**src/rtl/ro_entropy_ctrl.sv**
```systemverilog
// Ring-oscillator TRNG sequencer: warms up the rings, samples their XOR at a fixed
// rate, packs bits into words on a valid/ready port and trips on repeated samples.

module ro_sync (
    input  logic clock,
    input  logic reset_n,
    input  logic d,
    output logic q
);
    logic meta;

    always_ff @(posedge clock or negedge reset_n) begin
        if (!reset_n) begin
            meta <= 1'b0;
            q    <= 1'b0;
        end else begin
            meta <= d;
            q    <= meta;
        end
    end
endmodule

module ro_entropy_ctrl #(
    parameter int NUM_RO        = 4,
    parameter int WARMUP_CYCLES = 64,
    parameter int SAMPLE_DIV    = 8,
    parameter int WORD_WIDTH    = 32,
    parameter int REP_LIMIT     = 32
) (
    input  logic                  clock,
    input  logic                  reset_n,
    input  logic                  start,
    input  logic                  stop,
    input  logic [NUM_RO-1:0]     ro_signal,
    output logic [NUM_RO-1:0]     ro_hold,
    output logic [WORD_WIDTH-1:0] rnd_data,
    output logic                  rnd_valid,
    input  logic                  rnd_ready,
    output logic                  busy,
    output logic                  health_fail
);
    localparam int WARM_W = $clog2(WARMUP_CYCLES + 1);
    localparam int DIV_W  = $clog2(SAMPLE_DIV);
    localparam int BIT_W  = $clog2(WORD_WIDTH);

    localparam logic [WARM_W-1:0] WARM_INIT = WARM_W'(WARMUP_CYCLES);
    localparam logic [WARM_W-1:0] WARM_LAST = WARM_W'(1);
    localparam logic [DIV_W-1:0]  DIV_LAST  = DIV_W'(SAMPLE_DIV - 1);
    localparam logic [BIT_W-1:0]  BIT_LAST  = BIT_W'(WORD_WIDTH - 1);
    localparam logic [7:0]        REP_LIM   = 8'(REP_LIMIT);

    typedef enum logic [2:0] {IDLE, WARMUP, SAMPLE, HOLD, FAIL} state_t;

    state_t                state;
    logic [NUM_RO-1:0]     ro_sync_q;
    logic [WARM_W-1:0]     warm_cnt;
    logic [DIV_W-1:0]      div_cnt;
    logic [BIT_W-1:0]      bit_cnt;
    logic [7:0]            rep_cnt;
    logic                  last_bit;
    logic [WORD_WIDTH-1:0] shift;

    logic                  sample_bit;
    logic                  tick;
    logic                  handshake;
    logic [7:0]            rep_next;
    logic [WORD_WIDTH-1:0] word_next;

    for (genvar i = 0; i < NUM_RO; i++) begin : g_sync
        ro_sync u_sync (
            .clock  (clock),
            .reset_n(reset_n),
            .d      (ro_signal[i]),
            .q      (ro_sync_q[i])
        );
    end

    assign sample_bit = ^ro_sync_q;
    assign tick       = (state == SAMPLE) && (div_cnt == DIV_LAST);
    assign handshake  = rnd_valid && rnd_ready;
    // rep_cnt == 0 marks "no sample yet since warm-up", so the first sample counts as 1
    assign rep_next   = (rep_cnt != 8'd0 && sample_bit == last_bit) ? rep_cnt + 8'd1 : 8'd1;
    assign word_next  = {shift[WORD_WIDTH-2:0], sample_bit};

    always_ff @(posedge clock or negedge reset_n) begin
        if (!reset_n) begin
            state       <= IDLE;
            ro_hold     <= '1;
            busy        <= 1'b0;
            health_fail <= 1'b0;
            rnd_data    <= '0;
            rnd_valid   <= 1'b0;
            warm_cnt    <= '0;
            div_cnt     <= '0;
            bit_cnt     <= '0;
            rep_cnt     <= '0;
            last_bit    <= 1'b0;
            shift       <= '0;
        end else begin
            // Consumed words drop valid unless a new word is loaded below
            if (handshake) rnd_valid <= 1'b0;

            if (stop && busy) begin
                state    <= IDLE;
                ro_hold  <= '1;
                busy     <= 1'b0;
                warm_cnt <= '0;
                div_cnt  <= '0;
                bit_cnt  <= '0;
                shift    <= '0;
            end else if (start && !stop) begin
                state       <= WARMUP;
                ro_hold     <= '0;
                busy        <= 1'b1;
                health_fail <= 1'b0;
                warm_cnt    <= WARM_INIT;
                div_cnt     <= '0;
                bit_cnt     <= '0;
                rep_cnt     <= '0;
                shift       <= '0;
            end else begin
                case (state)
                    WARMUP: begin
                        warm_cnt <= warm_cnt - 1'b1;
                        if (warm_cnt == WARM_LAST) begin
                            state   <= SAMPLE;
                            div_cnt <= '0;
                        end
                    end
                    SAMPLE: begin
                        div_cnt <= tick ? '0 : div_cnt + 1'b1;
                        if (tick) begin
                            if (rep_next == REP_LIM) begin
                                state       <= FAIL;
                                health_fail <= 1'b1;
                                ro_hold     <= '1;
                                busy        <= 1'b0;
                                rnd_valid   <= 1'b0;
                                bit_cnt     <= '0;
                                rep_cnt     <= '0;
                                shift       <= '0;
                            end else begin
                                shift    <= word_next;
                                rep_cnt  <= rep_next;
                                last_bit <= sample_bit;
                                if (bit_cnt == BIT_LAST) begin
                                    bit_cnt <= '0;
                                    if (!rnd_valid || rnd_ready) begin
                                        rnd_data  <= word_next;
                                        rnd_valid <= 1'b1;
                                    end else begin
                                        // Completed word parks in shift until the output frees up
                                        state <= HOLD;
                                    end
                                end else begin
                                    bit_cnt <= bit_cnt + 1'b1;
                                end
                            end
                        end
                    end
                    HOLD: begin
                        if (handshake) begin
                            rnd_data  <= shift;
                            rnd_valid <= 1'b1;
                            state     <= SAMPLE;
                            div_cnt   <= '0;
                        end
                    end
                    default: ;
                endcase
            end
        end
    end
endmodule

```
**config.mk**
```make
export PLATFORM = sky130hd
export DESIGN_NAME = ro_entropy_ctrl
export DESIGN_NICKNAME = d
export VERILOG_FILES = /design/src/rtl/ro_entropy_ctrl.sv
export SDC_FILE = /design/constraint.sdc
export NUM_CORES = 1
export LEC_CHECK = 0
export ABC_AREA = 1
export ABC_CLOCK_PERIOD_IN_PS = 3700
export BUFFER_PORTS_ARGS = -buffer_cell sky130_fd_sc_hd__buf_4
export CAP_MARGIN = 25
export CORE_UTILIZATION = 30
export CTS_BUF_LIST = sky130_fd_sc_hd__clkbuf_8
export CTS_CLUSTER_SIZE = 12
export DETAILED_ROUTE_END_ITERATION = 6
export PLACE_DENSITY = 0.47
export SYNTH_ARGS = -nofsm -noshare
export SYNTH_HDL_FRONTEND = slang
export SYNTH_HIERARCHICAL = 1
export SYNTH_SLANG_ARGS = --single-unit
```
**constraint.sdc**
```tcl
create_clock -name clock -period 3.7 [get_ports clock]
set_clock_uncertainty 0.2 [all_clocks]
set_input_delay 0.555 -clock clock [delete_from_list [all_inputs] [get_ports clock]]
set_output_delay 0.555 -clock clock [all_outputs]
set_load 0.01 [all_outputs]
```
==> flow_summary.json, run 1 <==
{
  "finalWirelength_um": 9559,
  "root_buf_cell": "clkbuf_8",
  "tritoncts_clock_tree": "built",
  "wl_met3_um": 279,
  "synth.lib_cells_used.distinct": 39,
  "final_report_max_slew_violation_count": 0,
  "met2_length_um": 4370,
  "worst_slew_pin_slew_ns": 0.8381,
  "numCtsBuffers": 9,
  "clock_insertion_delay_worst_skew_ns": 0.39,
  "antenna_left": 0,
  "min_path_type": "in -> async",
  "timing_endpoint_of_the_critical_path": "rnd_data[10]",
  "layout_min_cycle_time_ns": 2.549,
  "cts_max_path_buffers": 2,
  "cp_max_delay_cell": "nor4_4",
  "end_of_the_worst_register_to_register_path": "rnd_data[10]",
  "worst_setup_hold_path_clk_slew_ns": 0.11,
  "timing.fmax_mhz": 392.2,
  "first_global_vias": 3516,
  "syn-mean-instance-area_um2": 9.176,
  "timing.critical_path.to_type": "flop",
  "drt_pre_antenna_iters": 5,
  "buffer_ports.inserted": 47,
  "drt-met1-wl_um": 4744,
  "cts-resized-gates": 0,
  "layout_cells_sized_above_1_pct": 25.30,
  "routed_wire_length_per_instance_um": 11.87,
  "detailed_route_via_count": 3585,
  "die_area_um2": 17190,
  "clock_sink_count": 103,
  "start_kind": "flop",
  "period_share_pct": 68.90,
  "rr_startpoint": "bit_cnt[1]",
  "status": "finished clean",
  "synthCells": 545,
  "number_of_hold_buffers_added_after_cts": 0,
  "fin_util_pct": 35.41,
  "initial_core_util_pct": 31.14,
  "cts_htree_levels": 3,
  "via_per_inst": 4.453,
  "crit_path_start": "bit_cnt[1]",
  "postCtsSetupBuffers": 0,
  "gr-usage-all-layers_pct": 11.80,
  "syn-num-nets": 562,
  "maxUsedRoutingLayer": "met4",
  "globalplace.congestion": 0.7761,
  "number_of_filler_instances_in_the_final_layout": 1654,
  "core_ar_um2": 16060,
  "worst_r2r_path_depth": 9,
  "ys_ff_latch": 103,
  "vdd.ir_drop.worst_v": 0.0002211,
  "critical_path.cell_chain": "ha_1, nand2_1, nor2_1, ha_1, a21oi_1, nor4_4, nand2_8, nand2_1, o21ai_2",
  "detail_route.drc_violations": 0,
  "synth_seq_area_share_pct": 51.56,
  "timing.critical_path.slowest_cell_delay_ns": 0.42,
  "drv.max_cap_violation_count": 0,
  "grt_overflow": 0,
  "critPathMaxFanout": 64,
  "area_growth_syn_to_layout_pct": 13.71,
  "worst_ep_arrival_time_ns": 2.62,
  "grt_start_max_net_pins": 65,
  "relSlewSlack_pct": 44.13,
  "die_h_um": 131.1,
  "placementRows": 46,
  "finalSetupTns_ns": 0,
  "num_antenna_cells": 0,
  "synth-warning-count": 6,
  "dp.final_hpwl_um": 6307,
  "pwr_density_cell_nw_per_um2": 593.4,
  "dr.first_iter.drc_count": 194,
  "pin_count": 48,
  "grt_setup_unrepaired": "false",
  "crit_required_ns": 3.77,
  "ff2ff_setup_slack_ns": 1.15,
  "final_nets": 601,
  "wire_length_of_the_first_global_routing_pass_um": 16360,
  "hold_violations": 0,
  "synthesis.area_um2": 5001,
  "die-width_um": 131.1,
  "p_leak_nw": 2.613,
  "antenna_found_initial": 0,
  "setup.worst_path.class": "reg -> reg",
  "setup_viol": 0
}
## worst max-delay path: cells and delay by family (launching register included)
kind	cells	cell delay [ns]
compound gates	2	0.20
flops	1	0.39
simple gates	5	1.17
fa+ha+maj	2	0.42
## area by class of cell
class / count / area [um^2] / area share, %
tap: 216 / 270.3 / 4.752
inverter: 74 / 277.8 / 4.884
clock inverter: 7 / 86.33 / 1.518
sequential: 103 / 2579 / 45.35
timing repair buffer: 50 / 387.9 / 6.821
clock buffer: 9 / 123.9 / 2.178
multi-input combinational: 346 / 1962 / 34.50
## where the power goes
part	switching [W]	total, W	internal (W)
sequential	0.000138	0.00143	0.00130
combinational	0.000730	0.00118	0.000455
clock	0.000428	0.000756	0.000328
total	0.00129	0.00337	0.00208
## cell usage after synthesis
master    number  area, um^2
o21a_1         1       7.510
a21boi_1       1       7.510
nand3b_1       1       7.510
o21ai_0       42       210.2
dfrtp_1      102        2552
clkbuf_1       5       18.77
dfstp_2        1       26.28
nor3_4         1       16.27
a21oi_1       11       55.05
nor2_2         3       18.77
nand4_1        5       31.28
buf_1          3       11.26
nand3_1       16       80.08
nand2_2       30       187.7
a31oi_1        1       6.260
nor4_4         1       21.27
nand4_4        1       21.27
nand2_1      111       416.7
buf_12         3       60.06
or2_2          1       6.260
nand2_4        1       11.26
buf_6          6       67.56
nor3_1         3       15.01
ha_1           8       100.1
clkinv_1       1       3.750
nor2_4         2       22.52
buf_4          3       22.52
nand2_8        1       20.02
inv_1         68       255.2
a22o_1         1       8.760
o22ai_1       40       250.2
o21ai_2       32       280.3
inv_2          5       18.77
o31ai_1        1       7.510
nor3_2         1       10.01
xor2_1         2       17.52
buf_2          2       10.01
nor2_1        26       97.59
nand3_2        2       20.02
## placed cells by master (no fill, tap or decap), types with 2 or more instances in the layout
| cell type | synthesis | layout |
|---|---|---|
| inv_2 | 5 | 5 |
| inv_8 | 0 | 2 |
| dfrtp_1 | 102 | 102 |
| buf_4 | 3 | 49 |
| nand4_1 | 5 | 5 |
| a21oi_1 | 11 | 11 |
| nand2_2 | 30 | 30 |
| nand3_2 | 2 | 2 |
| o22ai_1 | 40 | 40 |
| nor3_1 | 3 | 3 |
| inv_1 | 68 | 68 |
| nor2_2 | 3 | 3 |
| o21ai_0 | 42 | 42 |
| nor2_1 | 26 | 25 |
| o21ai_2 | 32 | 32 |
| nand2_1 | 111 | 111 |
| xor2_1 | 2 | 2 |
| nand3_1 | 16 | 16 |
| ha_1 | 8 | 8 |
| nor2_4 | 2 | 3 |
| clkbuf_8 | 0 | 9 |
| inv_6 | 0 | 2 |
## worst min path at each step
stage	start	endpoint	cells after the start
floorplan	reset_n	bit_cnt[0]	0
global route	ro_signal[1]	g_sync[1].u_sync/meta	1
CTS	ro_signal[3]	g_sync[3].u_sync/meta	1
global placement	g_sync[1].u_sync/meta	g_sync[1].u_sync/q	0
detailed placement	g_sync[0].u_sync/meta	g_sync[0].u_sync/q	0
finish	reset_n	rnd_data[14]	1
## metal layers
metal | track usage, % | up-vias
met5 | 0 | -
met3 | 2.238 | 11
li1 | - | 1861
met2 | 18.76 | 47
met4 | 5.686 | 0
met1 | 15.38 | 1666
## state kept, by name, indices dropped and copies added, names as in the netlist, 4 cells and up
register            count
bit_cnt                 5
g_sync.u_sync/meta      4
g_sync.u_sync/q         4
rep_cnt                 8
rnd_data               32
shift                  32
warm_cnt                7
## cells by family after synthesis
| family | count (synthesis) | share of synthesized area (%) |
|---|---|---|
| flip-flops | 103 | 51.56 |
| adder cells (fa/ha/maj) | 8 | 2.002 |
| AND/OR/NAND/NOR | 206 | 20.07 |
| AO/OA/AOI/OAI | 130 | 16.66 |
| XOR/XNOR | 2 | 0.3503 |
| buffers and inverters | 96 | 9.357 |
## per-stage QoR
stage / area, um^2 / setup slack, ns / std cells / hold WS [ns] / total power, W
after floorplan: 5001 / 1.599 / 545 / 0.05941 / 0.002340
after global placement: 5477 / 1.089 / 789 / 0.1388 / 0.002657
after detailed placement: 5477 / 1.027 / 789 / 0.1347 / 0.002663
after CTS: 5687 / 1.115 / 805 / 0.05177 / 0.003447
after global routing: 5687 / 0.9401 / 805 / 0.05265 / 0.003645
final: 5687 / 1.151 / 805 / 0.06458 / 0.003375
Power figures use the tool's default switching activity.
==> run 2: changes to the inputs <==
- ABC_AREA: 1 -> 0
- ABC_CLOCK_PERIOD_IN_PS: 3700 -> 2430
- clock period: 3.7 -> 2.43 ns (I/O delays scaled with it)
==> run 2 against run 1 <==
  * The flow now finishes with violations (setup timing)
  * Non-clock buffer count increased by 46
  * Cell area grew 9.9%
  * Highest routed layer unchanged
  * Routed wire length up 18%
==> flow_summary.json, run 2 <==
{
  "crit_required_ns": 2.53,
  "synth_flop_type": "dfrtp_1",
  "die-width_um": 129.8,
  "worst_setup_hold_path_clk_slew_ns": 0.11,
  "status": "finished, violations left",
  "ff2ff_setup_slack_ns": -0.42,
  "failing_checks": "setup timing",
  "dp.final_hpwl_um": 6897,
  "clock_insertion_delay_worst_skew_ns": 0.40,
  "timing.critical_path.slowest_cell_delay_ns": 0.44,
  "p_leak_nw": 2.982,
  "drv.max_cap_violation_count": 0,
  "synth_seq_area_share_pct": 52.60,
  "wire_length_of_the_first_global_routing_pass_um": 18040,
  "ys_ff_latch": 103,
  "synth_commonest_cells": "102 x dfrtp_1, 60 x mux2_2, 46 x nand2_1, 45 x nand3_1, 42 x a21oi_1",
  "worst_slew_pin_slew_ns": 0.5699,
  "synth.lib_cells_used.distinct": 46,
  "clock_sink_count": 103,
  "cts_max_path_buffers": 2,
  "placementRows": 46,
  "least_setup_slack_across_all_paths_after_layout_ns": -0.4189,
  "ys_async_sr_fraction_pct": 100.0,
  "syn-num-nets": 474,
  "netlist_top_cells_area": "dfrtp_1 52%, mux2_2 14%, nand3_1 4.6%",
  "dr.first_iter.drc_count": 216,
  "start_kind": "flop",
  "buffer_ports.inserted": 47,
  "num_antenna_cells": 0,
  "min_path_type": "in -> reg",
  "synth-warning-count": 6,
  "die_area_um2": 16860,
  "synthCells": 457,
  "critPathMaxFanout": 7,
  "hold_slack_ns": 0.05764,
  "final_report_max_slew_violation_count": 0,
  "cp_max_delay_cell": "or4_4",
  "drt_pre_antenna_iters": 4,
  "numCtsBuffers": 9,
  "tritoncts_clock_tree": "built",
  "gr-usage-all-layers_pct": 13.81,
  "worstHoldPathCells": 3,
  "detail_route.drc_violations": 0,
  "hold_violations": 0,
  "setup_viol": 77,
  "final_nets": 547,
  "synthesis.area_um2": 4902,
  "first_global_vias": 3579,
  "crit_path_start": "rep_cnt[1]",
  "vdd.ir_drop.worst_v": 0.0002273,
  "area_growth_syn_to_layout_pct": 27.44,
  "root_buf_cell": "clkbuf_8",
  "worst_ep_arrival_time_ns": 2.95,
  "detailed_route_via_count": 3647,
  "period_share_pct": 117.2,
  "die_h_um": 129.8,
  "pwr_density_cell_nw_per_um2": 536.9,
  "worst_r2r_path_depth": 8,
  "setup.worst_path.class": "reg -> reg",
  "rr_startpoint": "rep_cnt[1]",
  "synth_top_area_share_pct": 52.07,
  "mostFrequentLayoutCell": "dfrtp_1",
  "finalWirelength_um": 11320,
  "timing.critical_path.to_type": "flop",
  "routed_wire_length_per_instance_um": 15.07,
  "layout_cells_sized_above_1_pct": 34.95,
  "hold_path.startpoint": "stop",
  "initial_core_util_pct": 30.75,
  "grt_setup_unrepaired": "true",
  "timing.fmax_mhz": 351.0,
  "largest_registers_in_the_final_layout": "rnd_data x32, shift x32, rep_cnt x8",
  "crit_buf_inv": 2,
  "placement.setup.worst_slack_ns": -0.4973,
  "via_per_inst": 4.856,
  "grt_overflow": 0,
  "grt_start_max_net_pins": 57,
  "synth_edf_count": 0,
  "cp_top_family": "simple AND/OR/NAND/NOR gates",
  "pin_count": 48,
  "cts_htree_levels": 3,
  "antenna_left": 0,
  "path_depth": 8,
  "antenna_found_initial": 0,
  "critical_path.cell_chain": "ha_4, or3_1, a311o_1, or4_4, o31ai_4, buf_12, clkbuf_16, mux2_2",
  "fin_util_pct": 39.19,
  "yosysTopAreaCell": "dfrtp_1",
  "layout_min_cycle_time_ns": 2.849,
  "globalplace.congestion": 0.8157,
  "syn-mean-instance-area_um2": 10.73,
  "end_of_the_worst_register_to_register_path": "rnd_data[20]",
  "core_ar_um2": 15940,
  "post-synth-top-count-cell": "dfrtp_1",
  "holdPathEnd": "busy",
  "layout_common_cells": "102 x dfrtp_1, 82 x buf_4, 46 x nand2_1",
  "relSlewSlack_pct": 62.00
}
-- run 2: cell count changes in the layout (fill, tap and decap cells not counted), sizes merged, moves of 8 or more --
cell and delta:
xnor2 +8, o21ai -61, a21oi +31, nand2 -97, nand3 +27, buf +39, o22ai -39, mux2 +66
inv -64
-- run 2: layout make-up --
type / count / area (um^2)
fill: 1560 / 9696
sequential: 103 / 2579
multi-input combinational: 312 / 2312
timing repair buffer: 96 / 862.1
tap: 216 / 270.3
clock buffer: 10 / 137.6
clock inverter: 6 / 56.30
inverter: 8 / 30.03
-- run 2: worst max path at each step --
stage | slack (ns) | to
2_1_floorplan | -0.48 | rnd_data[13]
3_3_place_gp | -0.46 | rnd_data[5]
3_5_place_dp | -0.50 | rnd_data[2]
4_1_cts | -0.45 | rnd_data[27]
5_1_grt | -0.51 | rnd_data[22]
6_report | -0.42 | rnd_data[20]
-- run 2: logic make-up after synthesis --
family | share of synthesized area (%)
AO/OA/AOI/OAI | 9.265
flip-flops | 52.60
adder cells (fa/ha/maj) | 2.042
buffers and inverters | 4.007
multiplexers | 15.16
AND/OR/NAND/NOR | 14.68
XOR/XNOR | 2.246
-- run 2: what timing repair did --
action,in CTS,in global routing
resized for setup,23,21
pin swaps,1,1
buffers inserted,1,1
endpoints found under the setup margin,78,79
hold endpoints to repair,25,0
gates cloned,1,3
hold buffers,5,0
-- run 2: power breakdown --
| group | total (W) | switching, W | internal [W] |
|---|---|---|---|
| clock | 0.00109 | 0.000668 | 0.000426 |
| combinational | 0.000407 | 0.000219 | 0.000188 |
| sequential | 0.00185 | 0.0000677 | 0.00179 |
-- run 2: per-layer routing --
layer | wire length (um) | up-vias | track usage (%)
met5 | 0 | - | 0
met4 | 154 | 0 | 5.746
met2 | 5252 | 66 | 22.15
met3 | 383 | 11 | 3.157
li1 | - | 1757 | -
met1 | 5530 | 1813 | 17.95
-- run 2: through the flow --
| stage | power [W] | instances | instance area, um^2 | setup TNS [ns] |
|---|---|---|---|---|
| after floorplan | 0.002140 | 457 | 4920 | -14.99 |
| after global placement | 0.002281 | 724 | 5714 | -20.36 |
| after detailed placement | 0.002293 | 724 | 5714 | -23.00 |
| after CTS | 0.003411 | 747 | 6083 | -19.34 |
| after global routing | 0.003538 | 751 | 6247 | -23.90 |
| final | 0.003354 | 751 | 6247 | -16.55 |
-- run 2: tightest hold or removal path, delay by kind of cell --
kind            cells  cell delay [ns]
simple gates        1             0.09
buf+inv             1             0.10
compound gates      1             0.06
==> run 3: changes to the inputs <==
- ABC_AREA: 0 -> unset
- CORE_MARGIN: unset -> 2
==> run 3 against run 2 <==
  * The run still ends with setup timing left
  * Sequential share of layout area shrank 1.6 points
  * Hold slack gained 0.026 ns
  * Global-route usage grew 0.36 points
  * Cell area grew 3.9%
  * Worst setup slack lost 0.025 ns
  * Sequential power is essentially flat
  * Fmax shrank 0.87%
  * Die area grew 3.1%
  * Register-to-register slack lost 0.02 ns
  * Total power grew 8.9%
  * Combinational power grew 5.7%
  * Routed wire length grew 8.5%
  * Highest routed layer unchanged
==> flow_summary.json, run 3 (synthesized netlist as in run 2, its figures left out) <==
{
  "fin_util_pct": 40.72,
  "grt_setup_unrepaired": "true",
  "detail_route.drc_violations": 0,
  "finalWirelength_um": 12280,
  "worstHoldPathCells": 3,
  "globalplace.congestion": 0.7788,
  "numCtsBuffers": 9,
  "period_share_pct": 118.3,
  "status": "finished, violations left",
  "cts_max_path_buffers": 2,
  "worst_setup_hold_path_clk_slew_ns": 0.11,
  "timing.fmax_mhz": 348.0,
  "detailed_route_via_count": 3712,
  "clock_insertion_delay_worst_skew_ns": 0.40,
  "layout_cells_sized_above_1_pct": 36.65,
  "critPathMaxFanout": 13,
  "maxUsedRoutingLayer": "met4",
  "largest_registers_in_the_final_layout": "rnd_data x32, shift x32, rep_cnt x8",
  "gr-usage-all-layers_pct": 14.16,
  "placementRows": 46,
  "via_per_inst": 4.891,
  "initial_core_util_pct": 30.75,
  "area_growth_syn_to_layout_pct": 32.44,
  "power_w": 0.003653,
  "start_kind": "flop",
  "root_buf_cell": "clkbuf_8",
  "die_h_um": 131.8,
  "dr.first_iter.drc_count": 167,
  "worst_r2r_path_depth": 8,
  "dp.final_hpwl_um": 7147,
  "cts_htree_levels": 3,
  "setup_viol": 77,
  "first_global_vias": 3692,
  "final_cells": 759,
  "grt_overflow": 0,
  "number_of_filler_instances_in_the_final_layout": 1538,
  "place_inst": 719,
  "worst_slew_pin_slew_ns": 0.5131,
  "drt_pre_antenna_iters": 5,
  "core_ar_um2": 15940,
  "pwr_density_cell_nw_per_um2": 562.6,
  "buffer_ports.inserted": 47,
  "antenna_found_initial": 0,
  "grt_start_max_net_pins": 43,
  "die-width_um": 131.8,
  "met2_length_um": 5724,
  "tritoncts_clock_tree": "built",
  "mostFrequentLayoutCell": "dfrtp_1",
  "cp_max_delay_cell": "or4_4",
  "layout_common_cells": "102 x dfrtp_1, 76 x buf_4, 49 x mux2_2",
  "relSlewSlack_pct": 65.80,
  "die_area_um2": 17380,
  "final_nets": 555,
  "least_setup_slack_across_all_paths_after_layout_ns": -0.4439,
  "drt-met1-wl_um": 5886,
  "failing_checks": "setup timing",
  "wire_length_of_the_first_global_routing_pass_um": 19910,
  "drv.max_cap_violation_count": 0,
  "pin_count": 48,
  "num_antenna_cells": 0,
  "final_report_max_slew_violation_count": 0,
  "vdd.ir_drop.worst_v": 0.0003115,
  "timing.critical_path.slowest_cell_delay_ns": 0.44,
  "layout_min_cycle_time_ns": 2.874,
  "min_path_type": "in -> reg",
  "wl_met3_um": 442,
  "routed_wire_length_per_instance_um": 16.18,
  "setup.worst_path.class": "reg -> reg",
  "critical_path.cell_chain": "ha_4, or3_1, a311o_1, or4_4, o31ai_4, buf_6, buf_12, mux2_2",
  "crit_required_ns": 2.51,
  "antenna_left": 0,
  "worst_ep_arrival_time_ns": 2.95,
  "clock_sink_count": 103,
  "hold_violations": 0,
  "p_leak_nw": 3.069,
  "timing.critical_path.to_type": "flop"
}
==> run 3: changes by cell type in the layout (fill, tap and decap cells not counted), moves of 2 or more <==
| cell | previous run | this run |
|---|---|---|
| buf_6 | 1 | 5 |
| mux2_4 | 27 | 16 |
| bufinv_16 | 0 | 3 |
| a22oi_1 | 2 | 0 |
| buf_12 | 4 | 8 |
| inv_6 | 3 | 0 |
| buf_4 | 82 | 76 |
| mux2_2 | 38 | 49 |
| a22oi_2 | 2 | 4 |
| clkbuf_16 | 2 | 5 |
==> run 3: cell type report <==
class	instances	area, um^2	area share, %
clock inverters	6	116.4	1.792
well taps	216	270.3	4.163
flip-flops and latches	103	2579	39.72
repair buffers	104	1070	16.48
clock buffers	10	137.6	2.120
multi-input cells	312	2290	35.27
inverters	8	30.03	0.4625
==> run 3: what timing repair did <==
| action | 4_1_cts | 5_1_grt |
|---|---|---|
| endpoints found under the hold margin | 33 | 0 |
| gates resized for setup | 20 | 27 |
| pin swaps | 1 | 3 |
| hold buffers | 6 | 0 |
| buffers inserted | 3 | 6 |
| setup endpoints to repair | 77 | 84 |
| gates cloned | 3 | 6 |
==> run 3: final timing paths <==
kind | startpoint | to | slack, ns
worst min register to register | g_sync[1].u_sync/meta | g_sync[1].u_sync/q | 0.16
worst max register to register | rep_cnt[1] | rnd_data[2] | -0.44
max in group asynchronous | reset_n | ro_hold[2] | 1.15
min in group asynchronous | reset_n | rep_cnt[3] | 0.24
worst min-delay path | stop | busy | 0.08
worst max-delay path | rep_cnt[1] | rnd_data[2] | -0.44
==> run 3: worst max-delay path, delay by kind of cell (launching register included) <==
kind                       cells  cell delay [ns]
and+or+nand+nor                2             0.80
DFF                            1             0.43
buffers and inverters          2             0.29
muxes                          1             0.34
adders and majority gates      1             0.17
AOI/OAI and AO/OA              2             0.51
==> run 3: metrics by stage <==
| step | hold slack, ns | area [um^2] | worst slack, ns | TNS (ns) |
|---|---|---|---|---|
| 3_5_place_dp | 0.1347 | 5677 | -0.4619 | -19.60 |
| 3_3_place_gp | 0.1324 | 5677 | -0.4551 | -19.14 |
| 4_1_cts | 0.04966 | 6180 | -0.4186 | -19.41 |
| 5_1_grt | 0.07928 | 6492 | -0.5168 | -34.43 |
| 6_report | 0.08378 | 6492 | -0.4439 | -29.22 |
| 2_1_floorplan | -0.1311 | 4920 | -0.4797 | -14.99 |
==> run 3: per-layer routing <==
layer,vias up,global-route usage [%]
li1,1769,-
met1,1863,20.01
met5,-,0
met4,0,4.046
met2,62,21.44
met3,18,3.691
==> run 3: report_power, final <==
group | switching, W | internal (W)
clock | 0.000649 | 0.000719
sequential | 0.0000688 | 0.00179
combinational | 0.000231 | 0.000198
total | 0.000949 | 0.00270
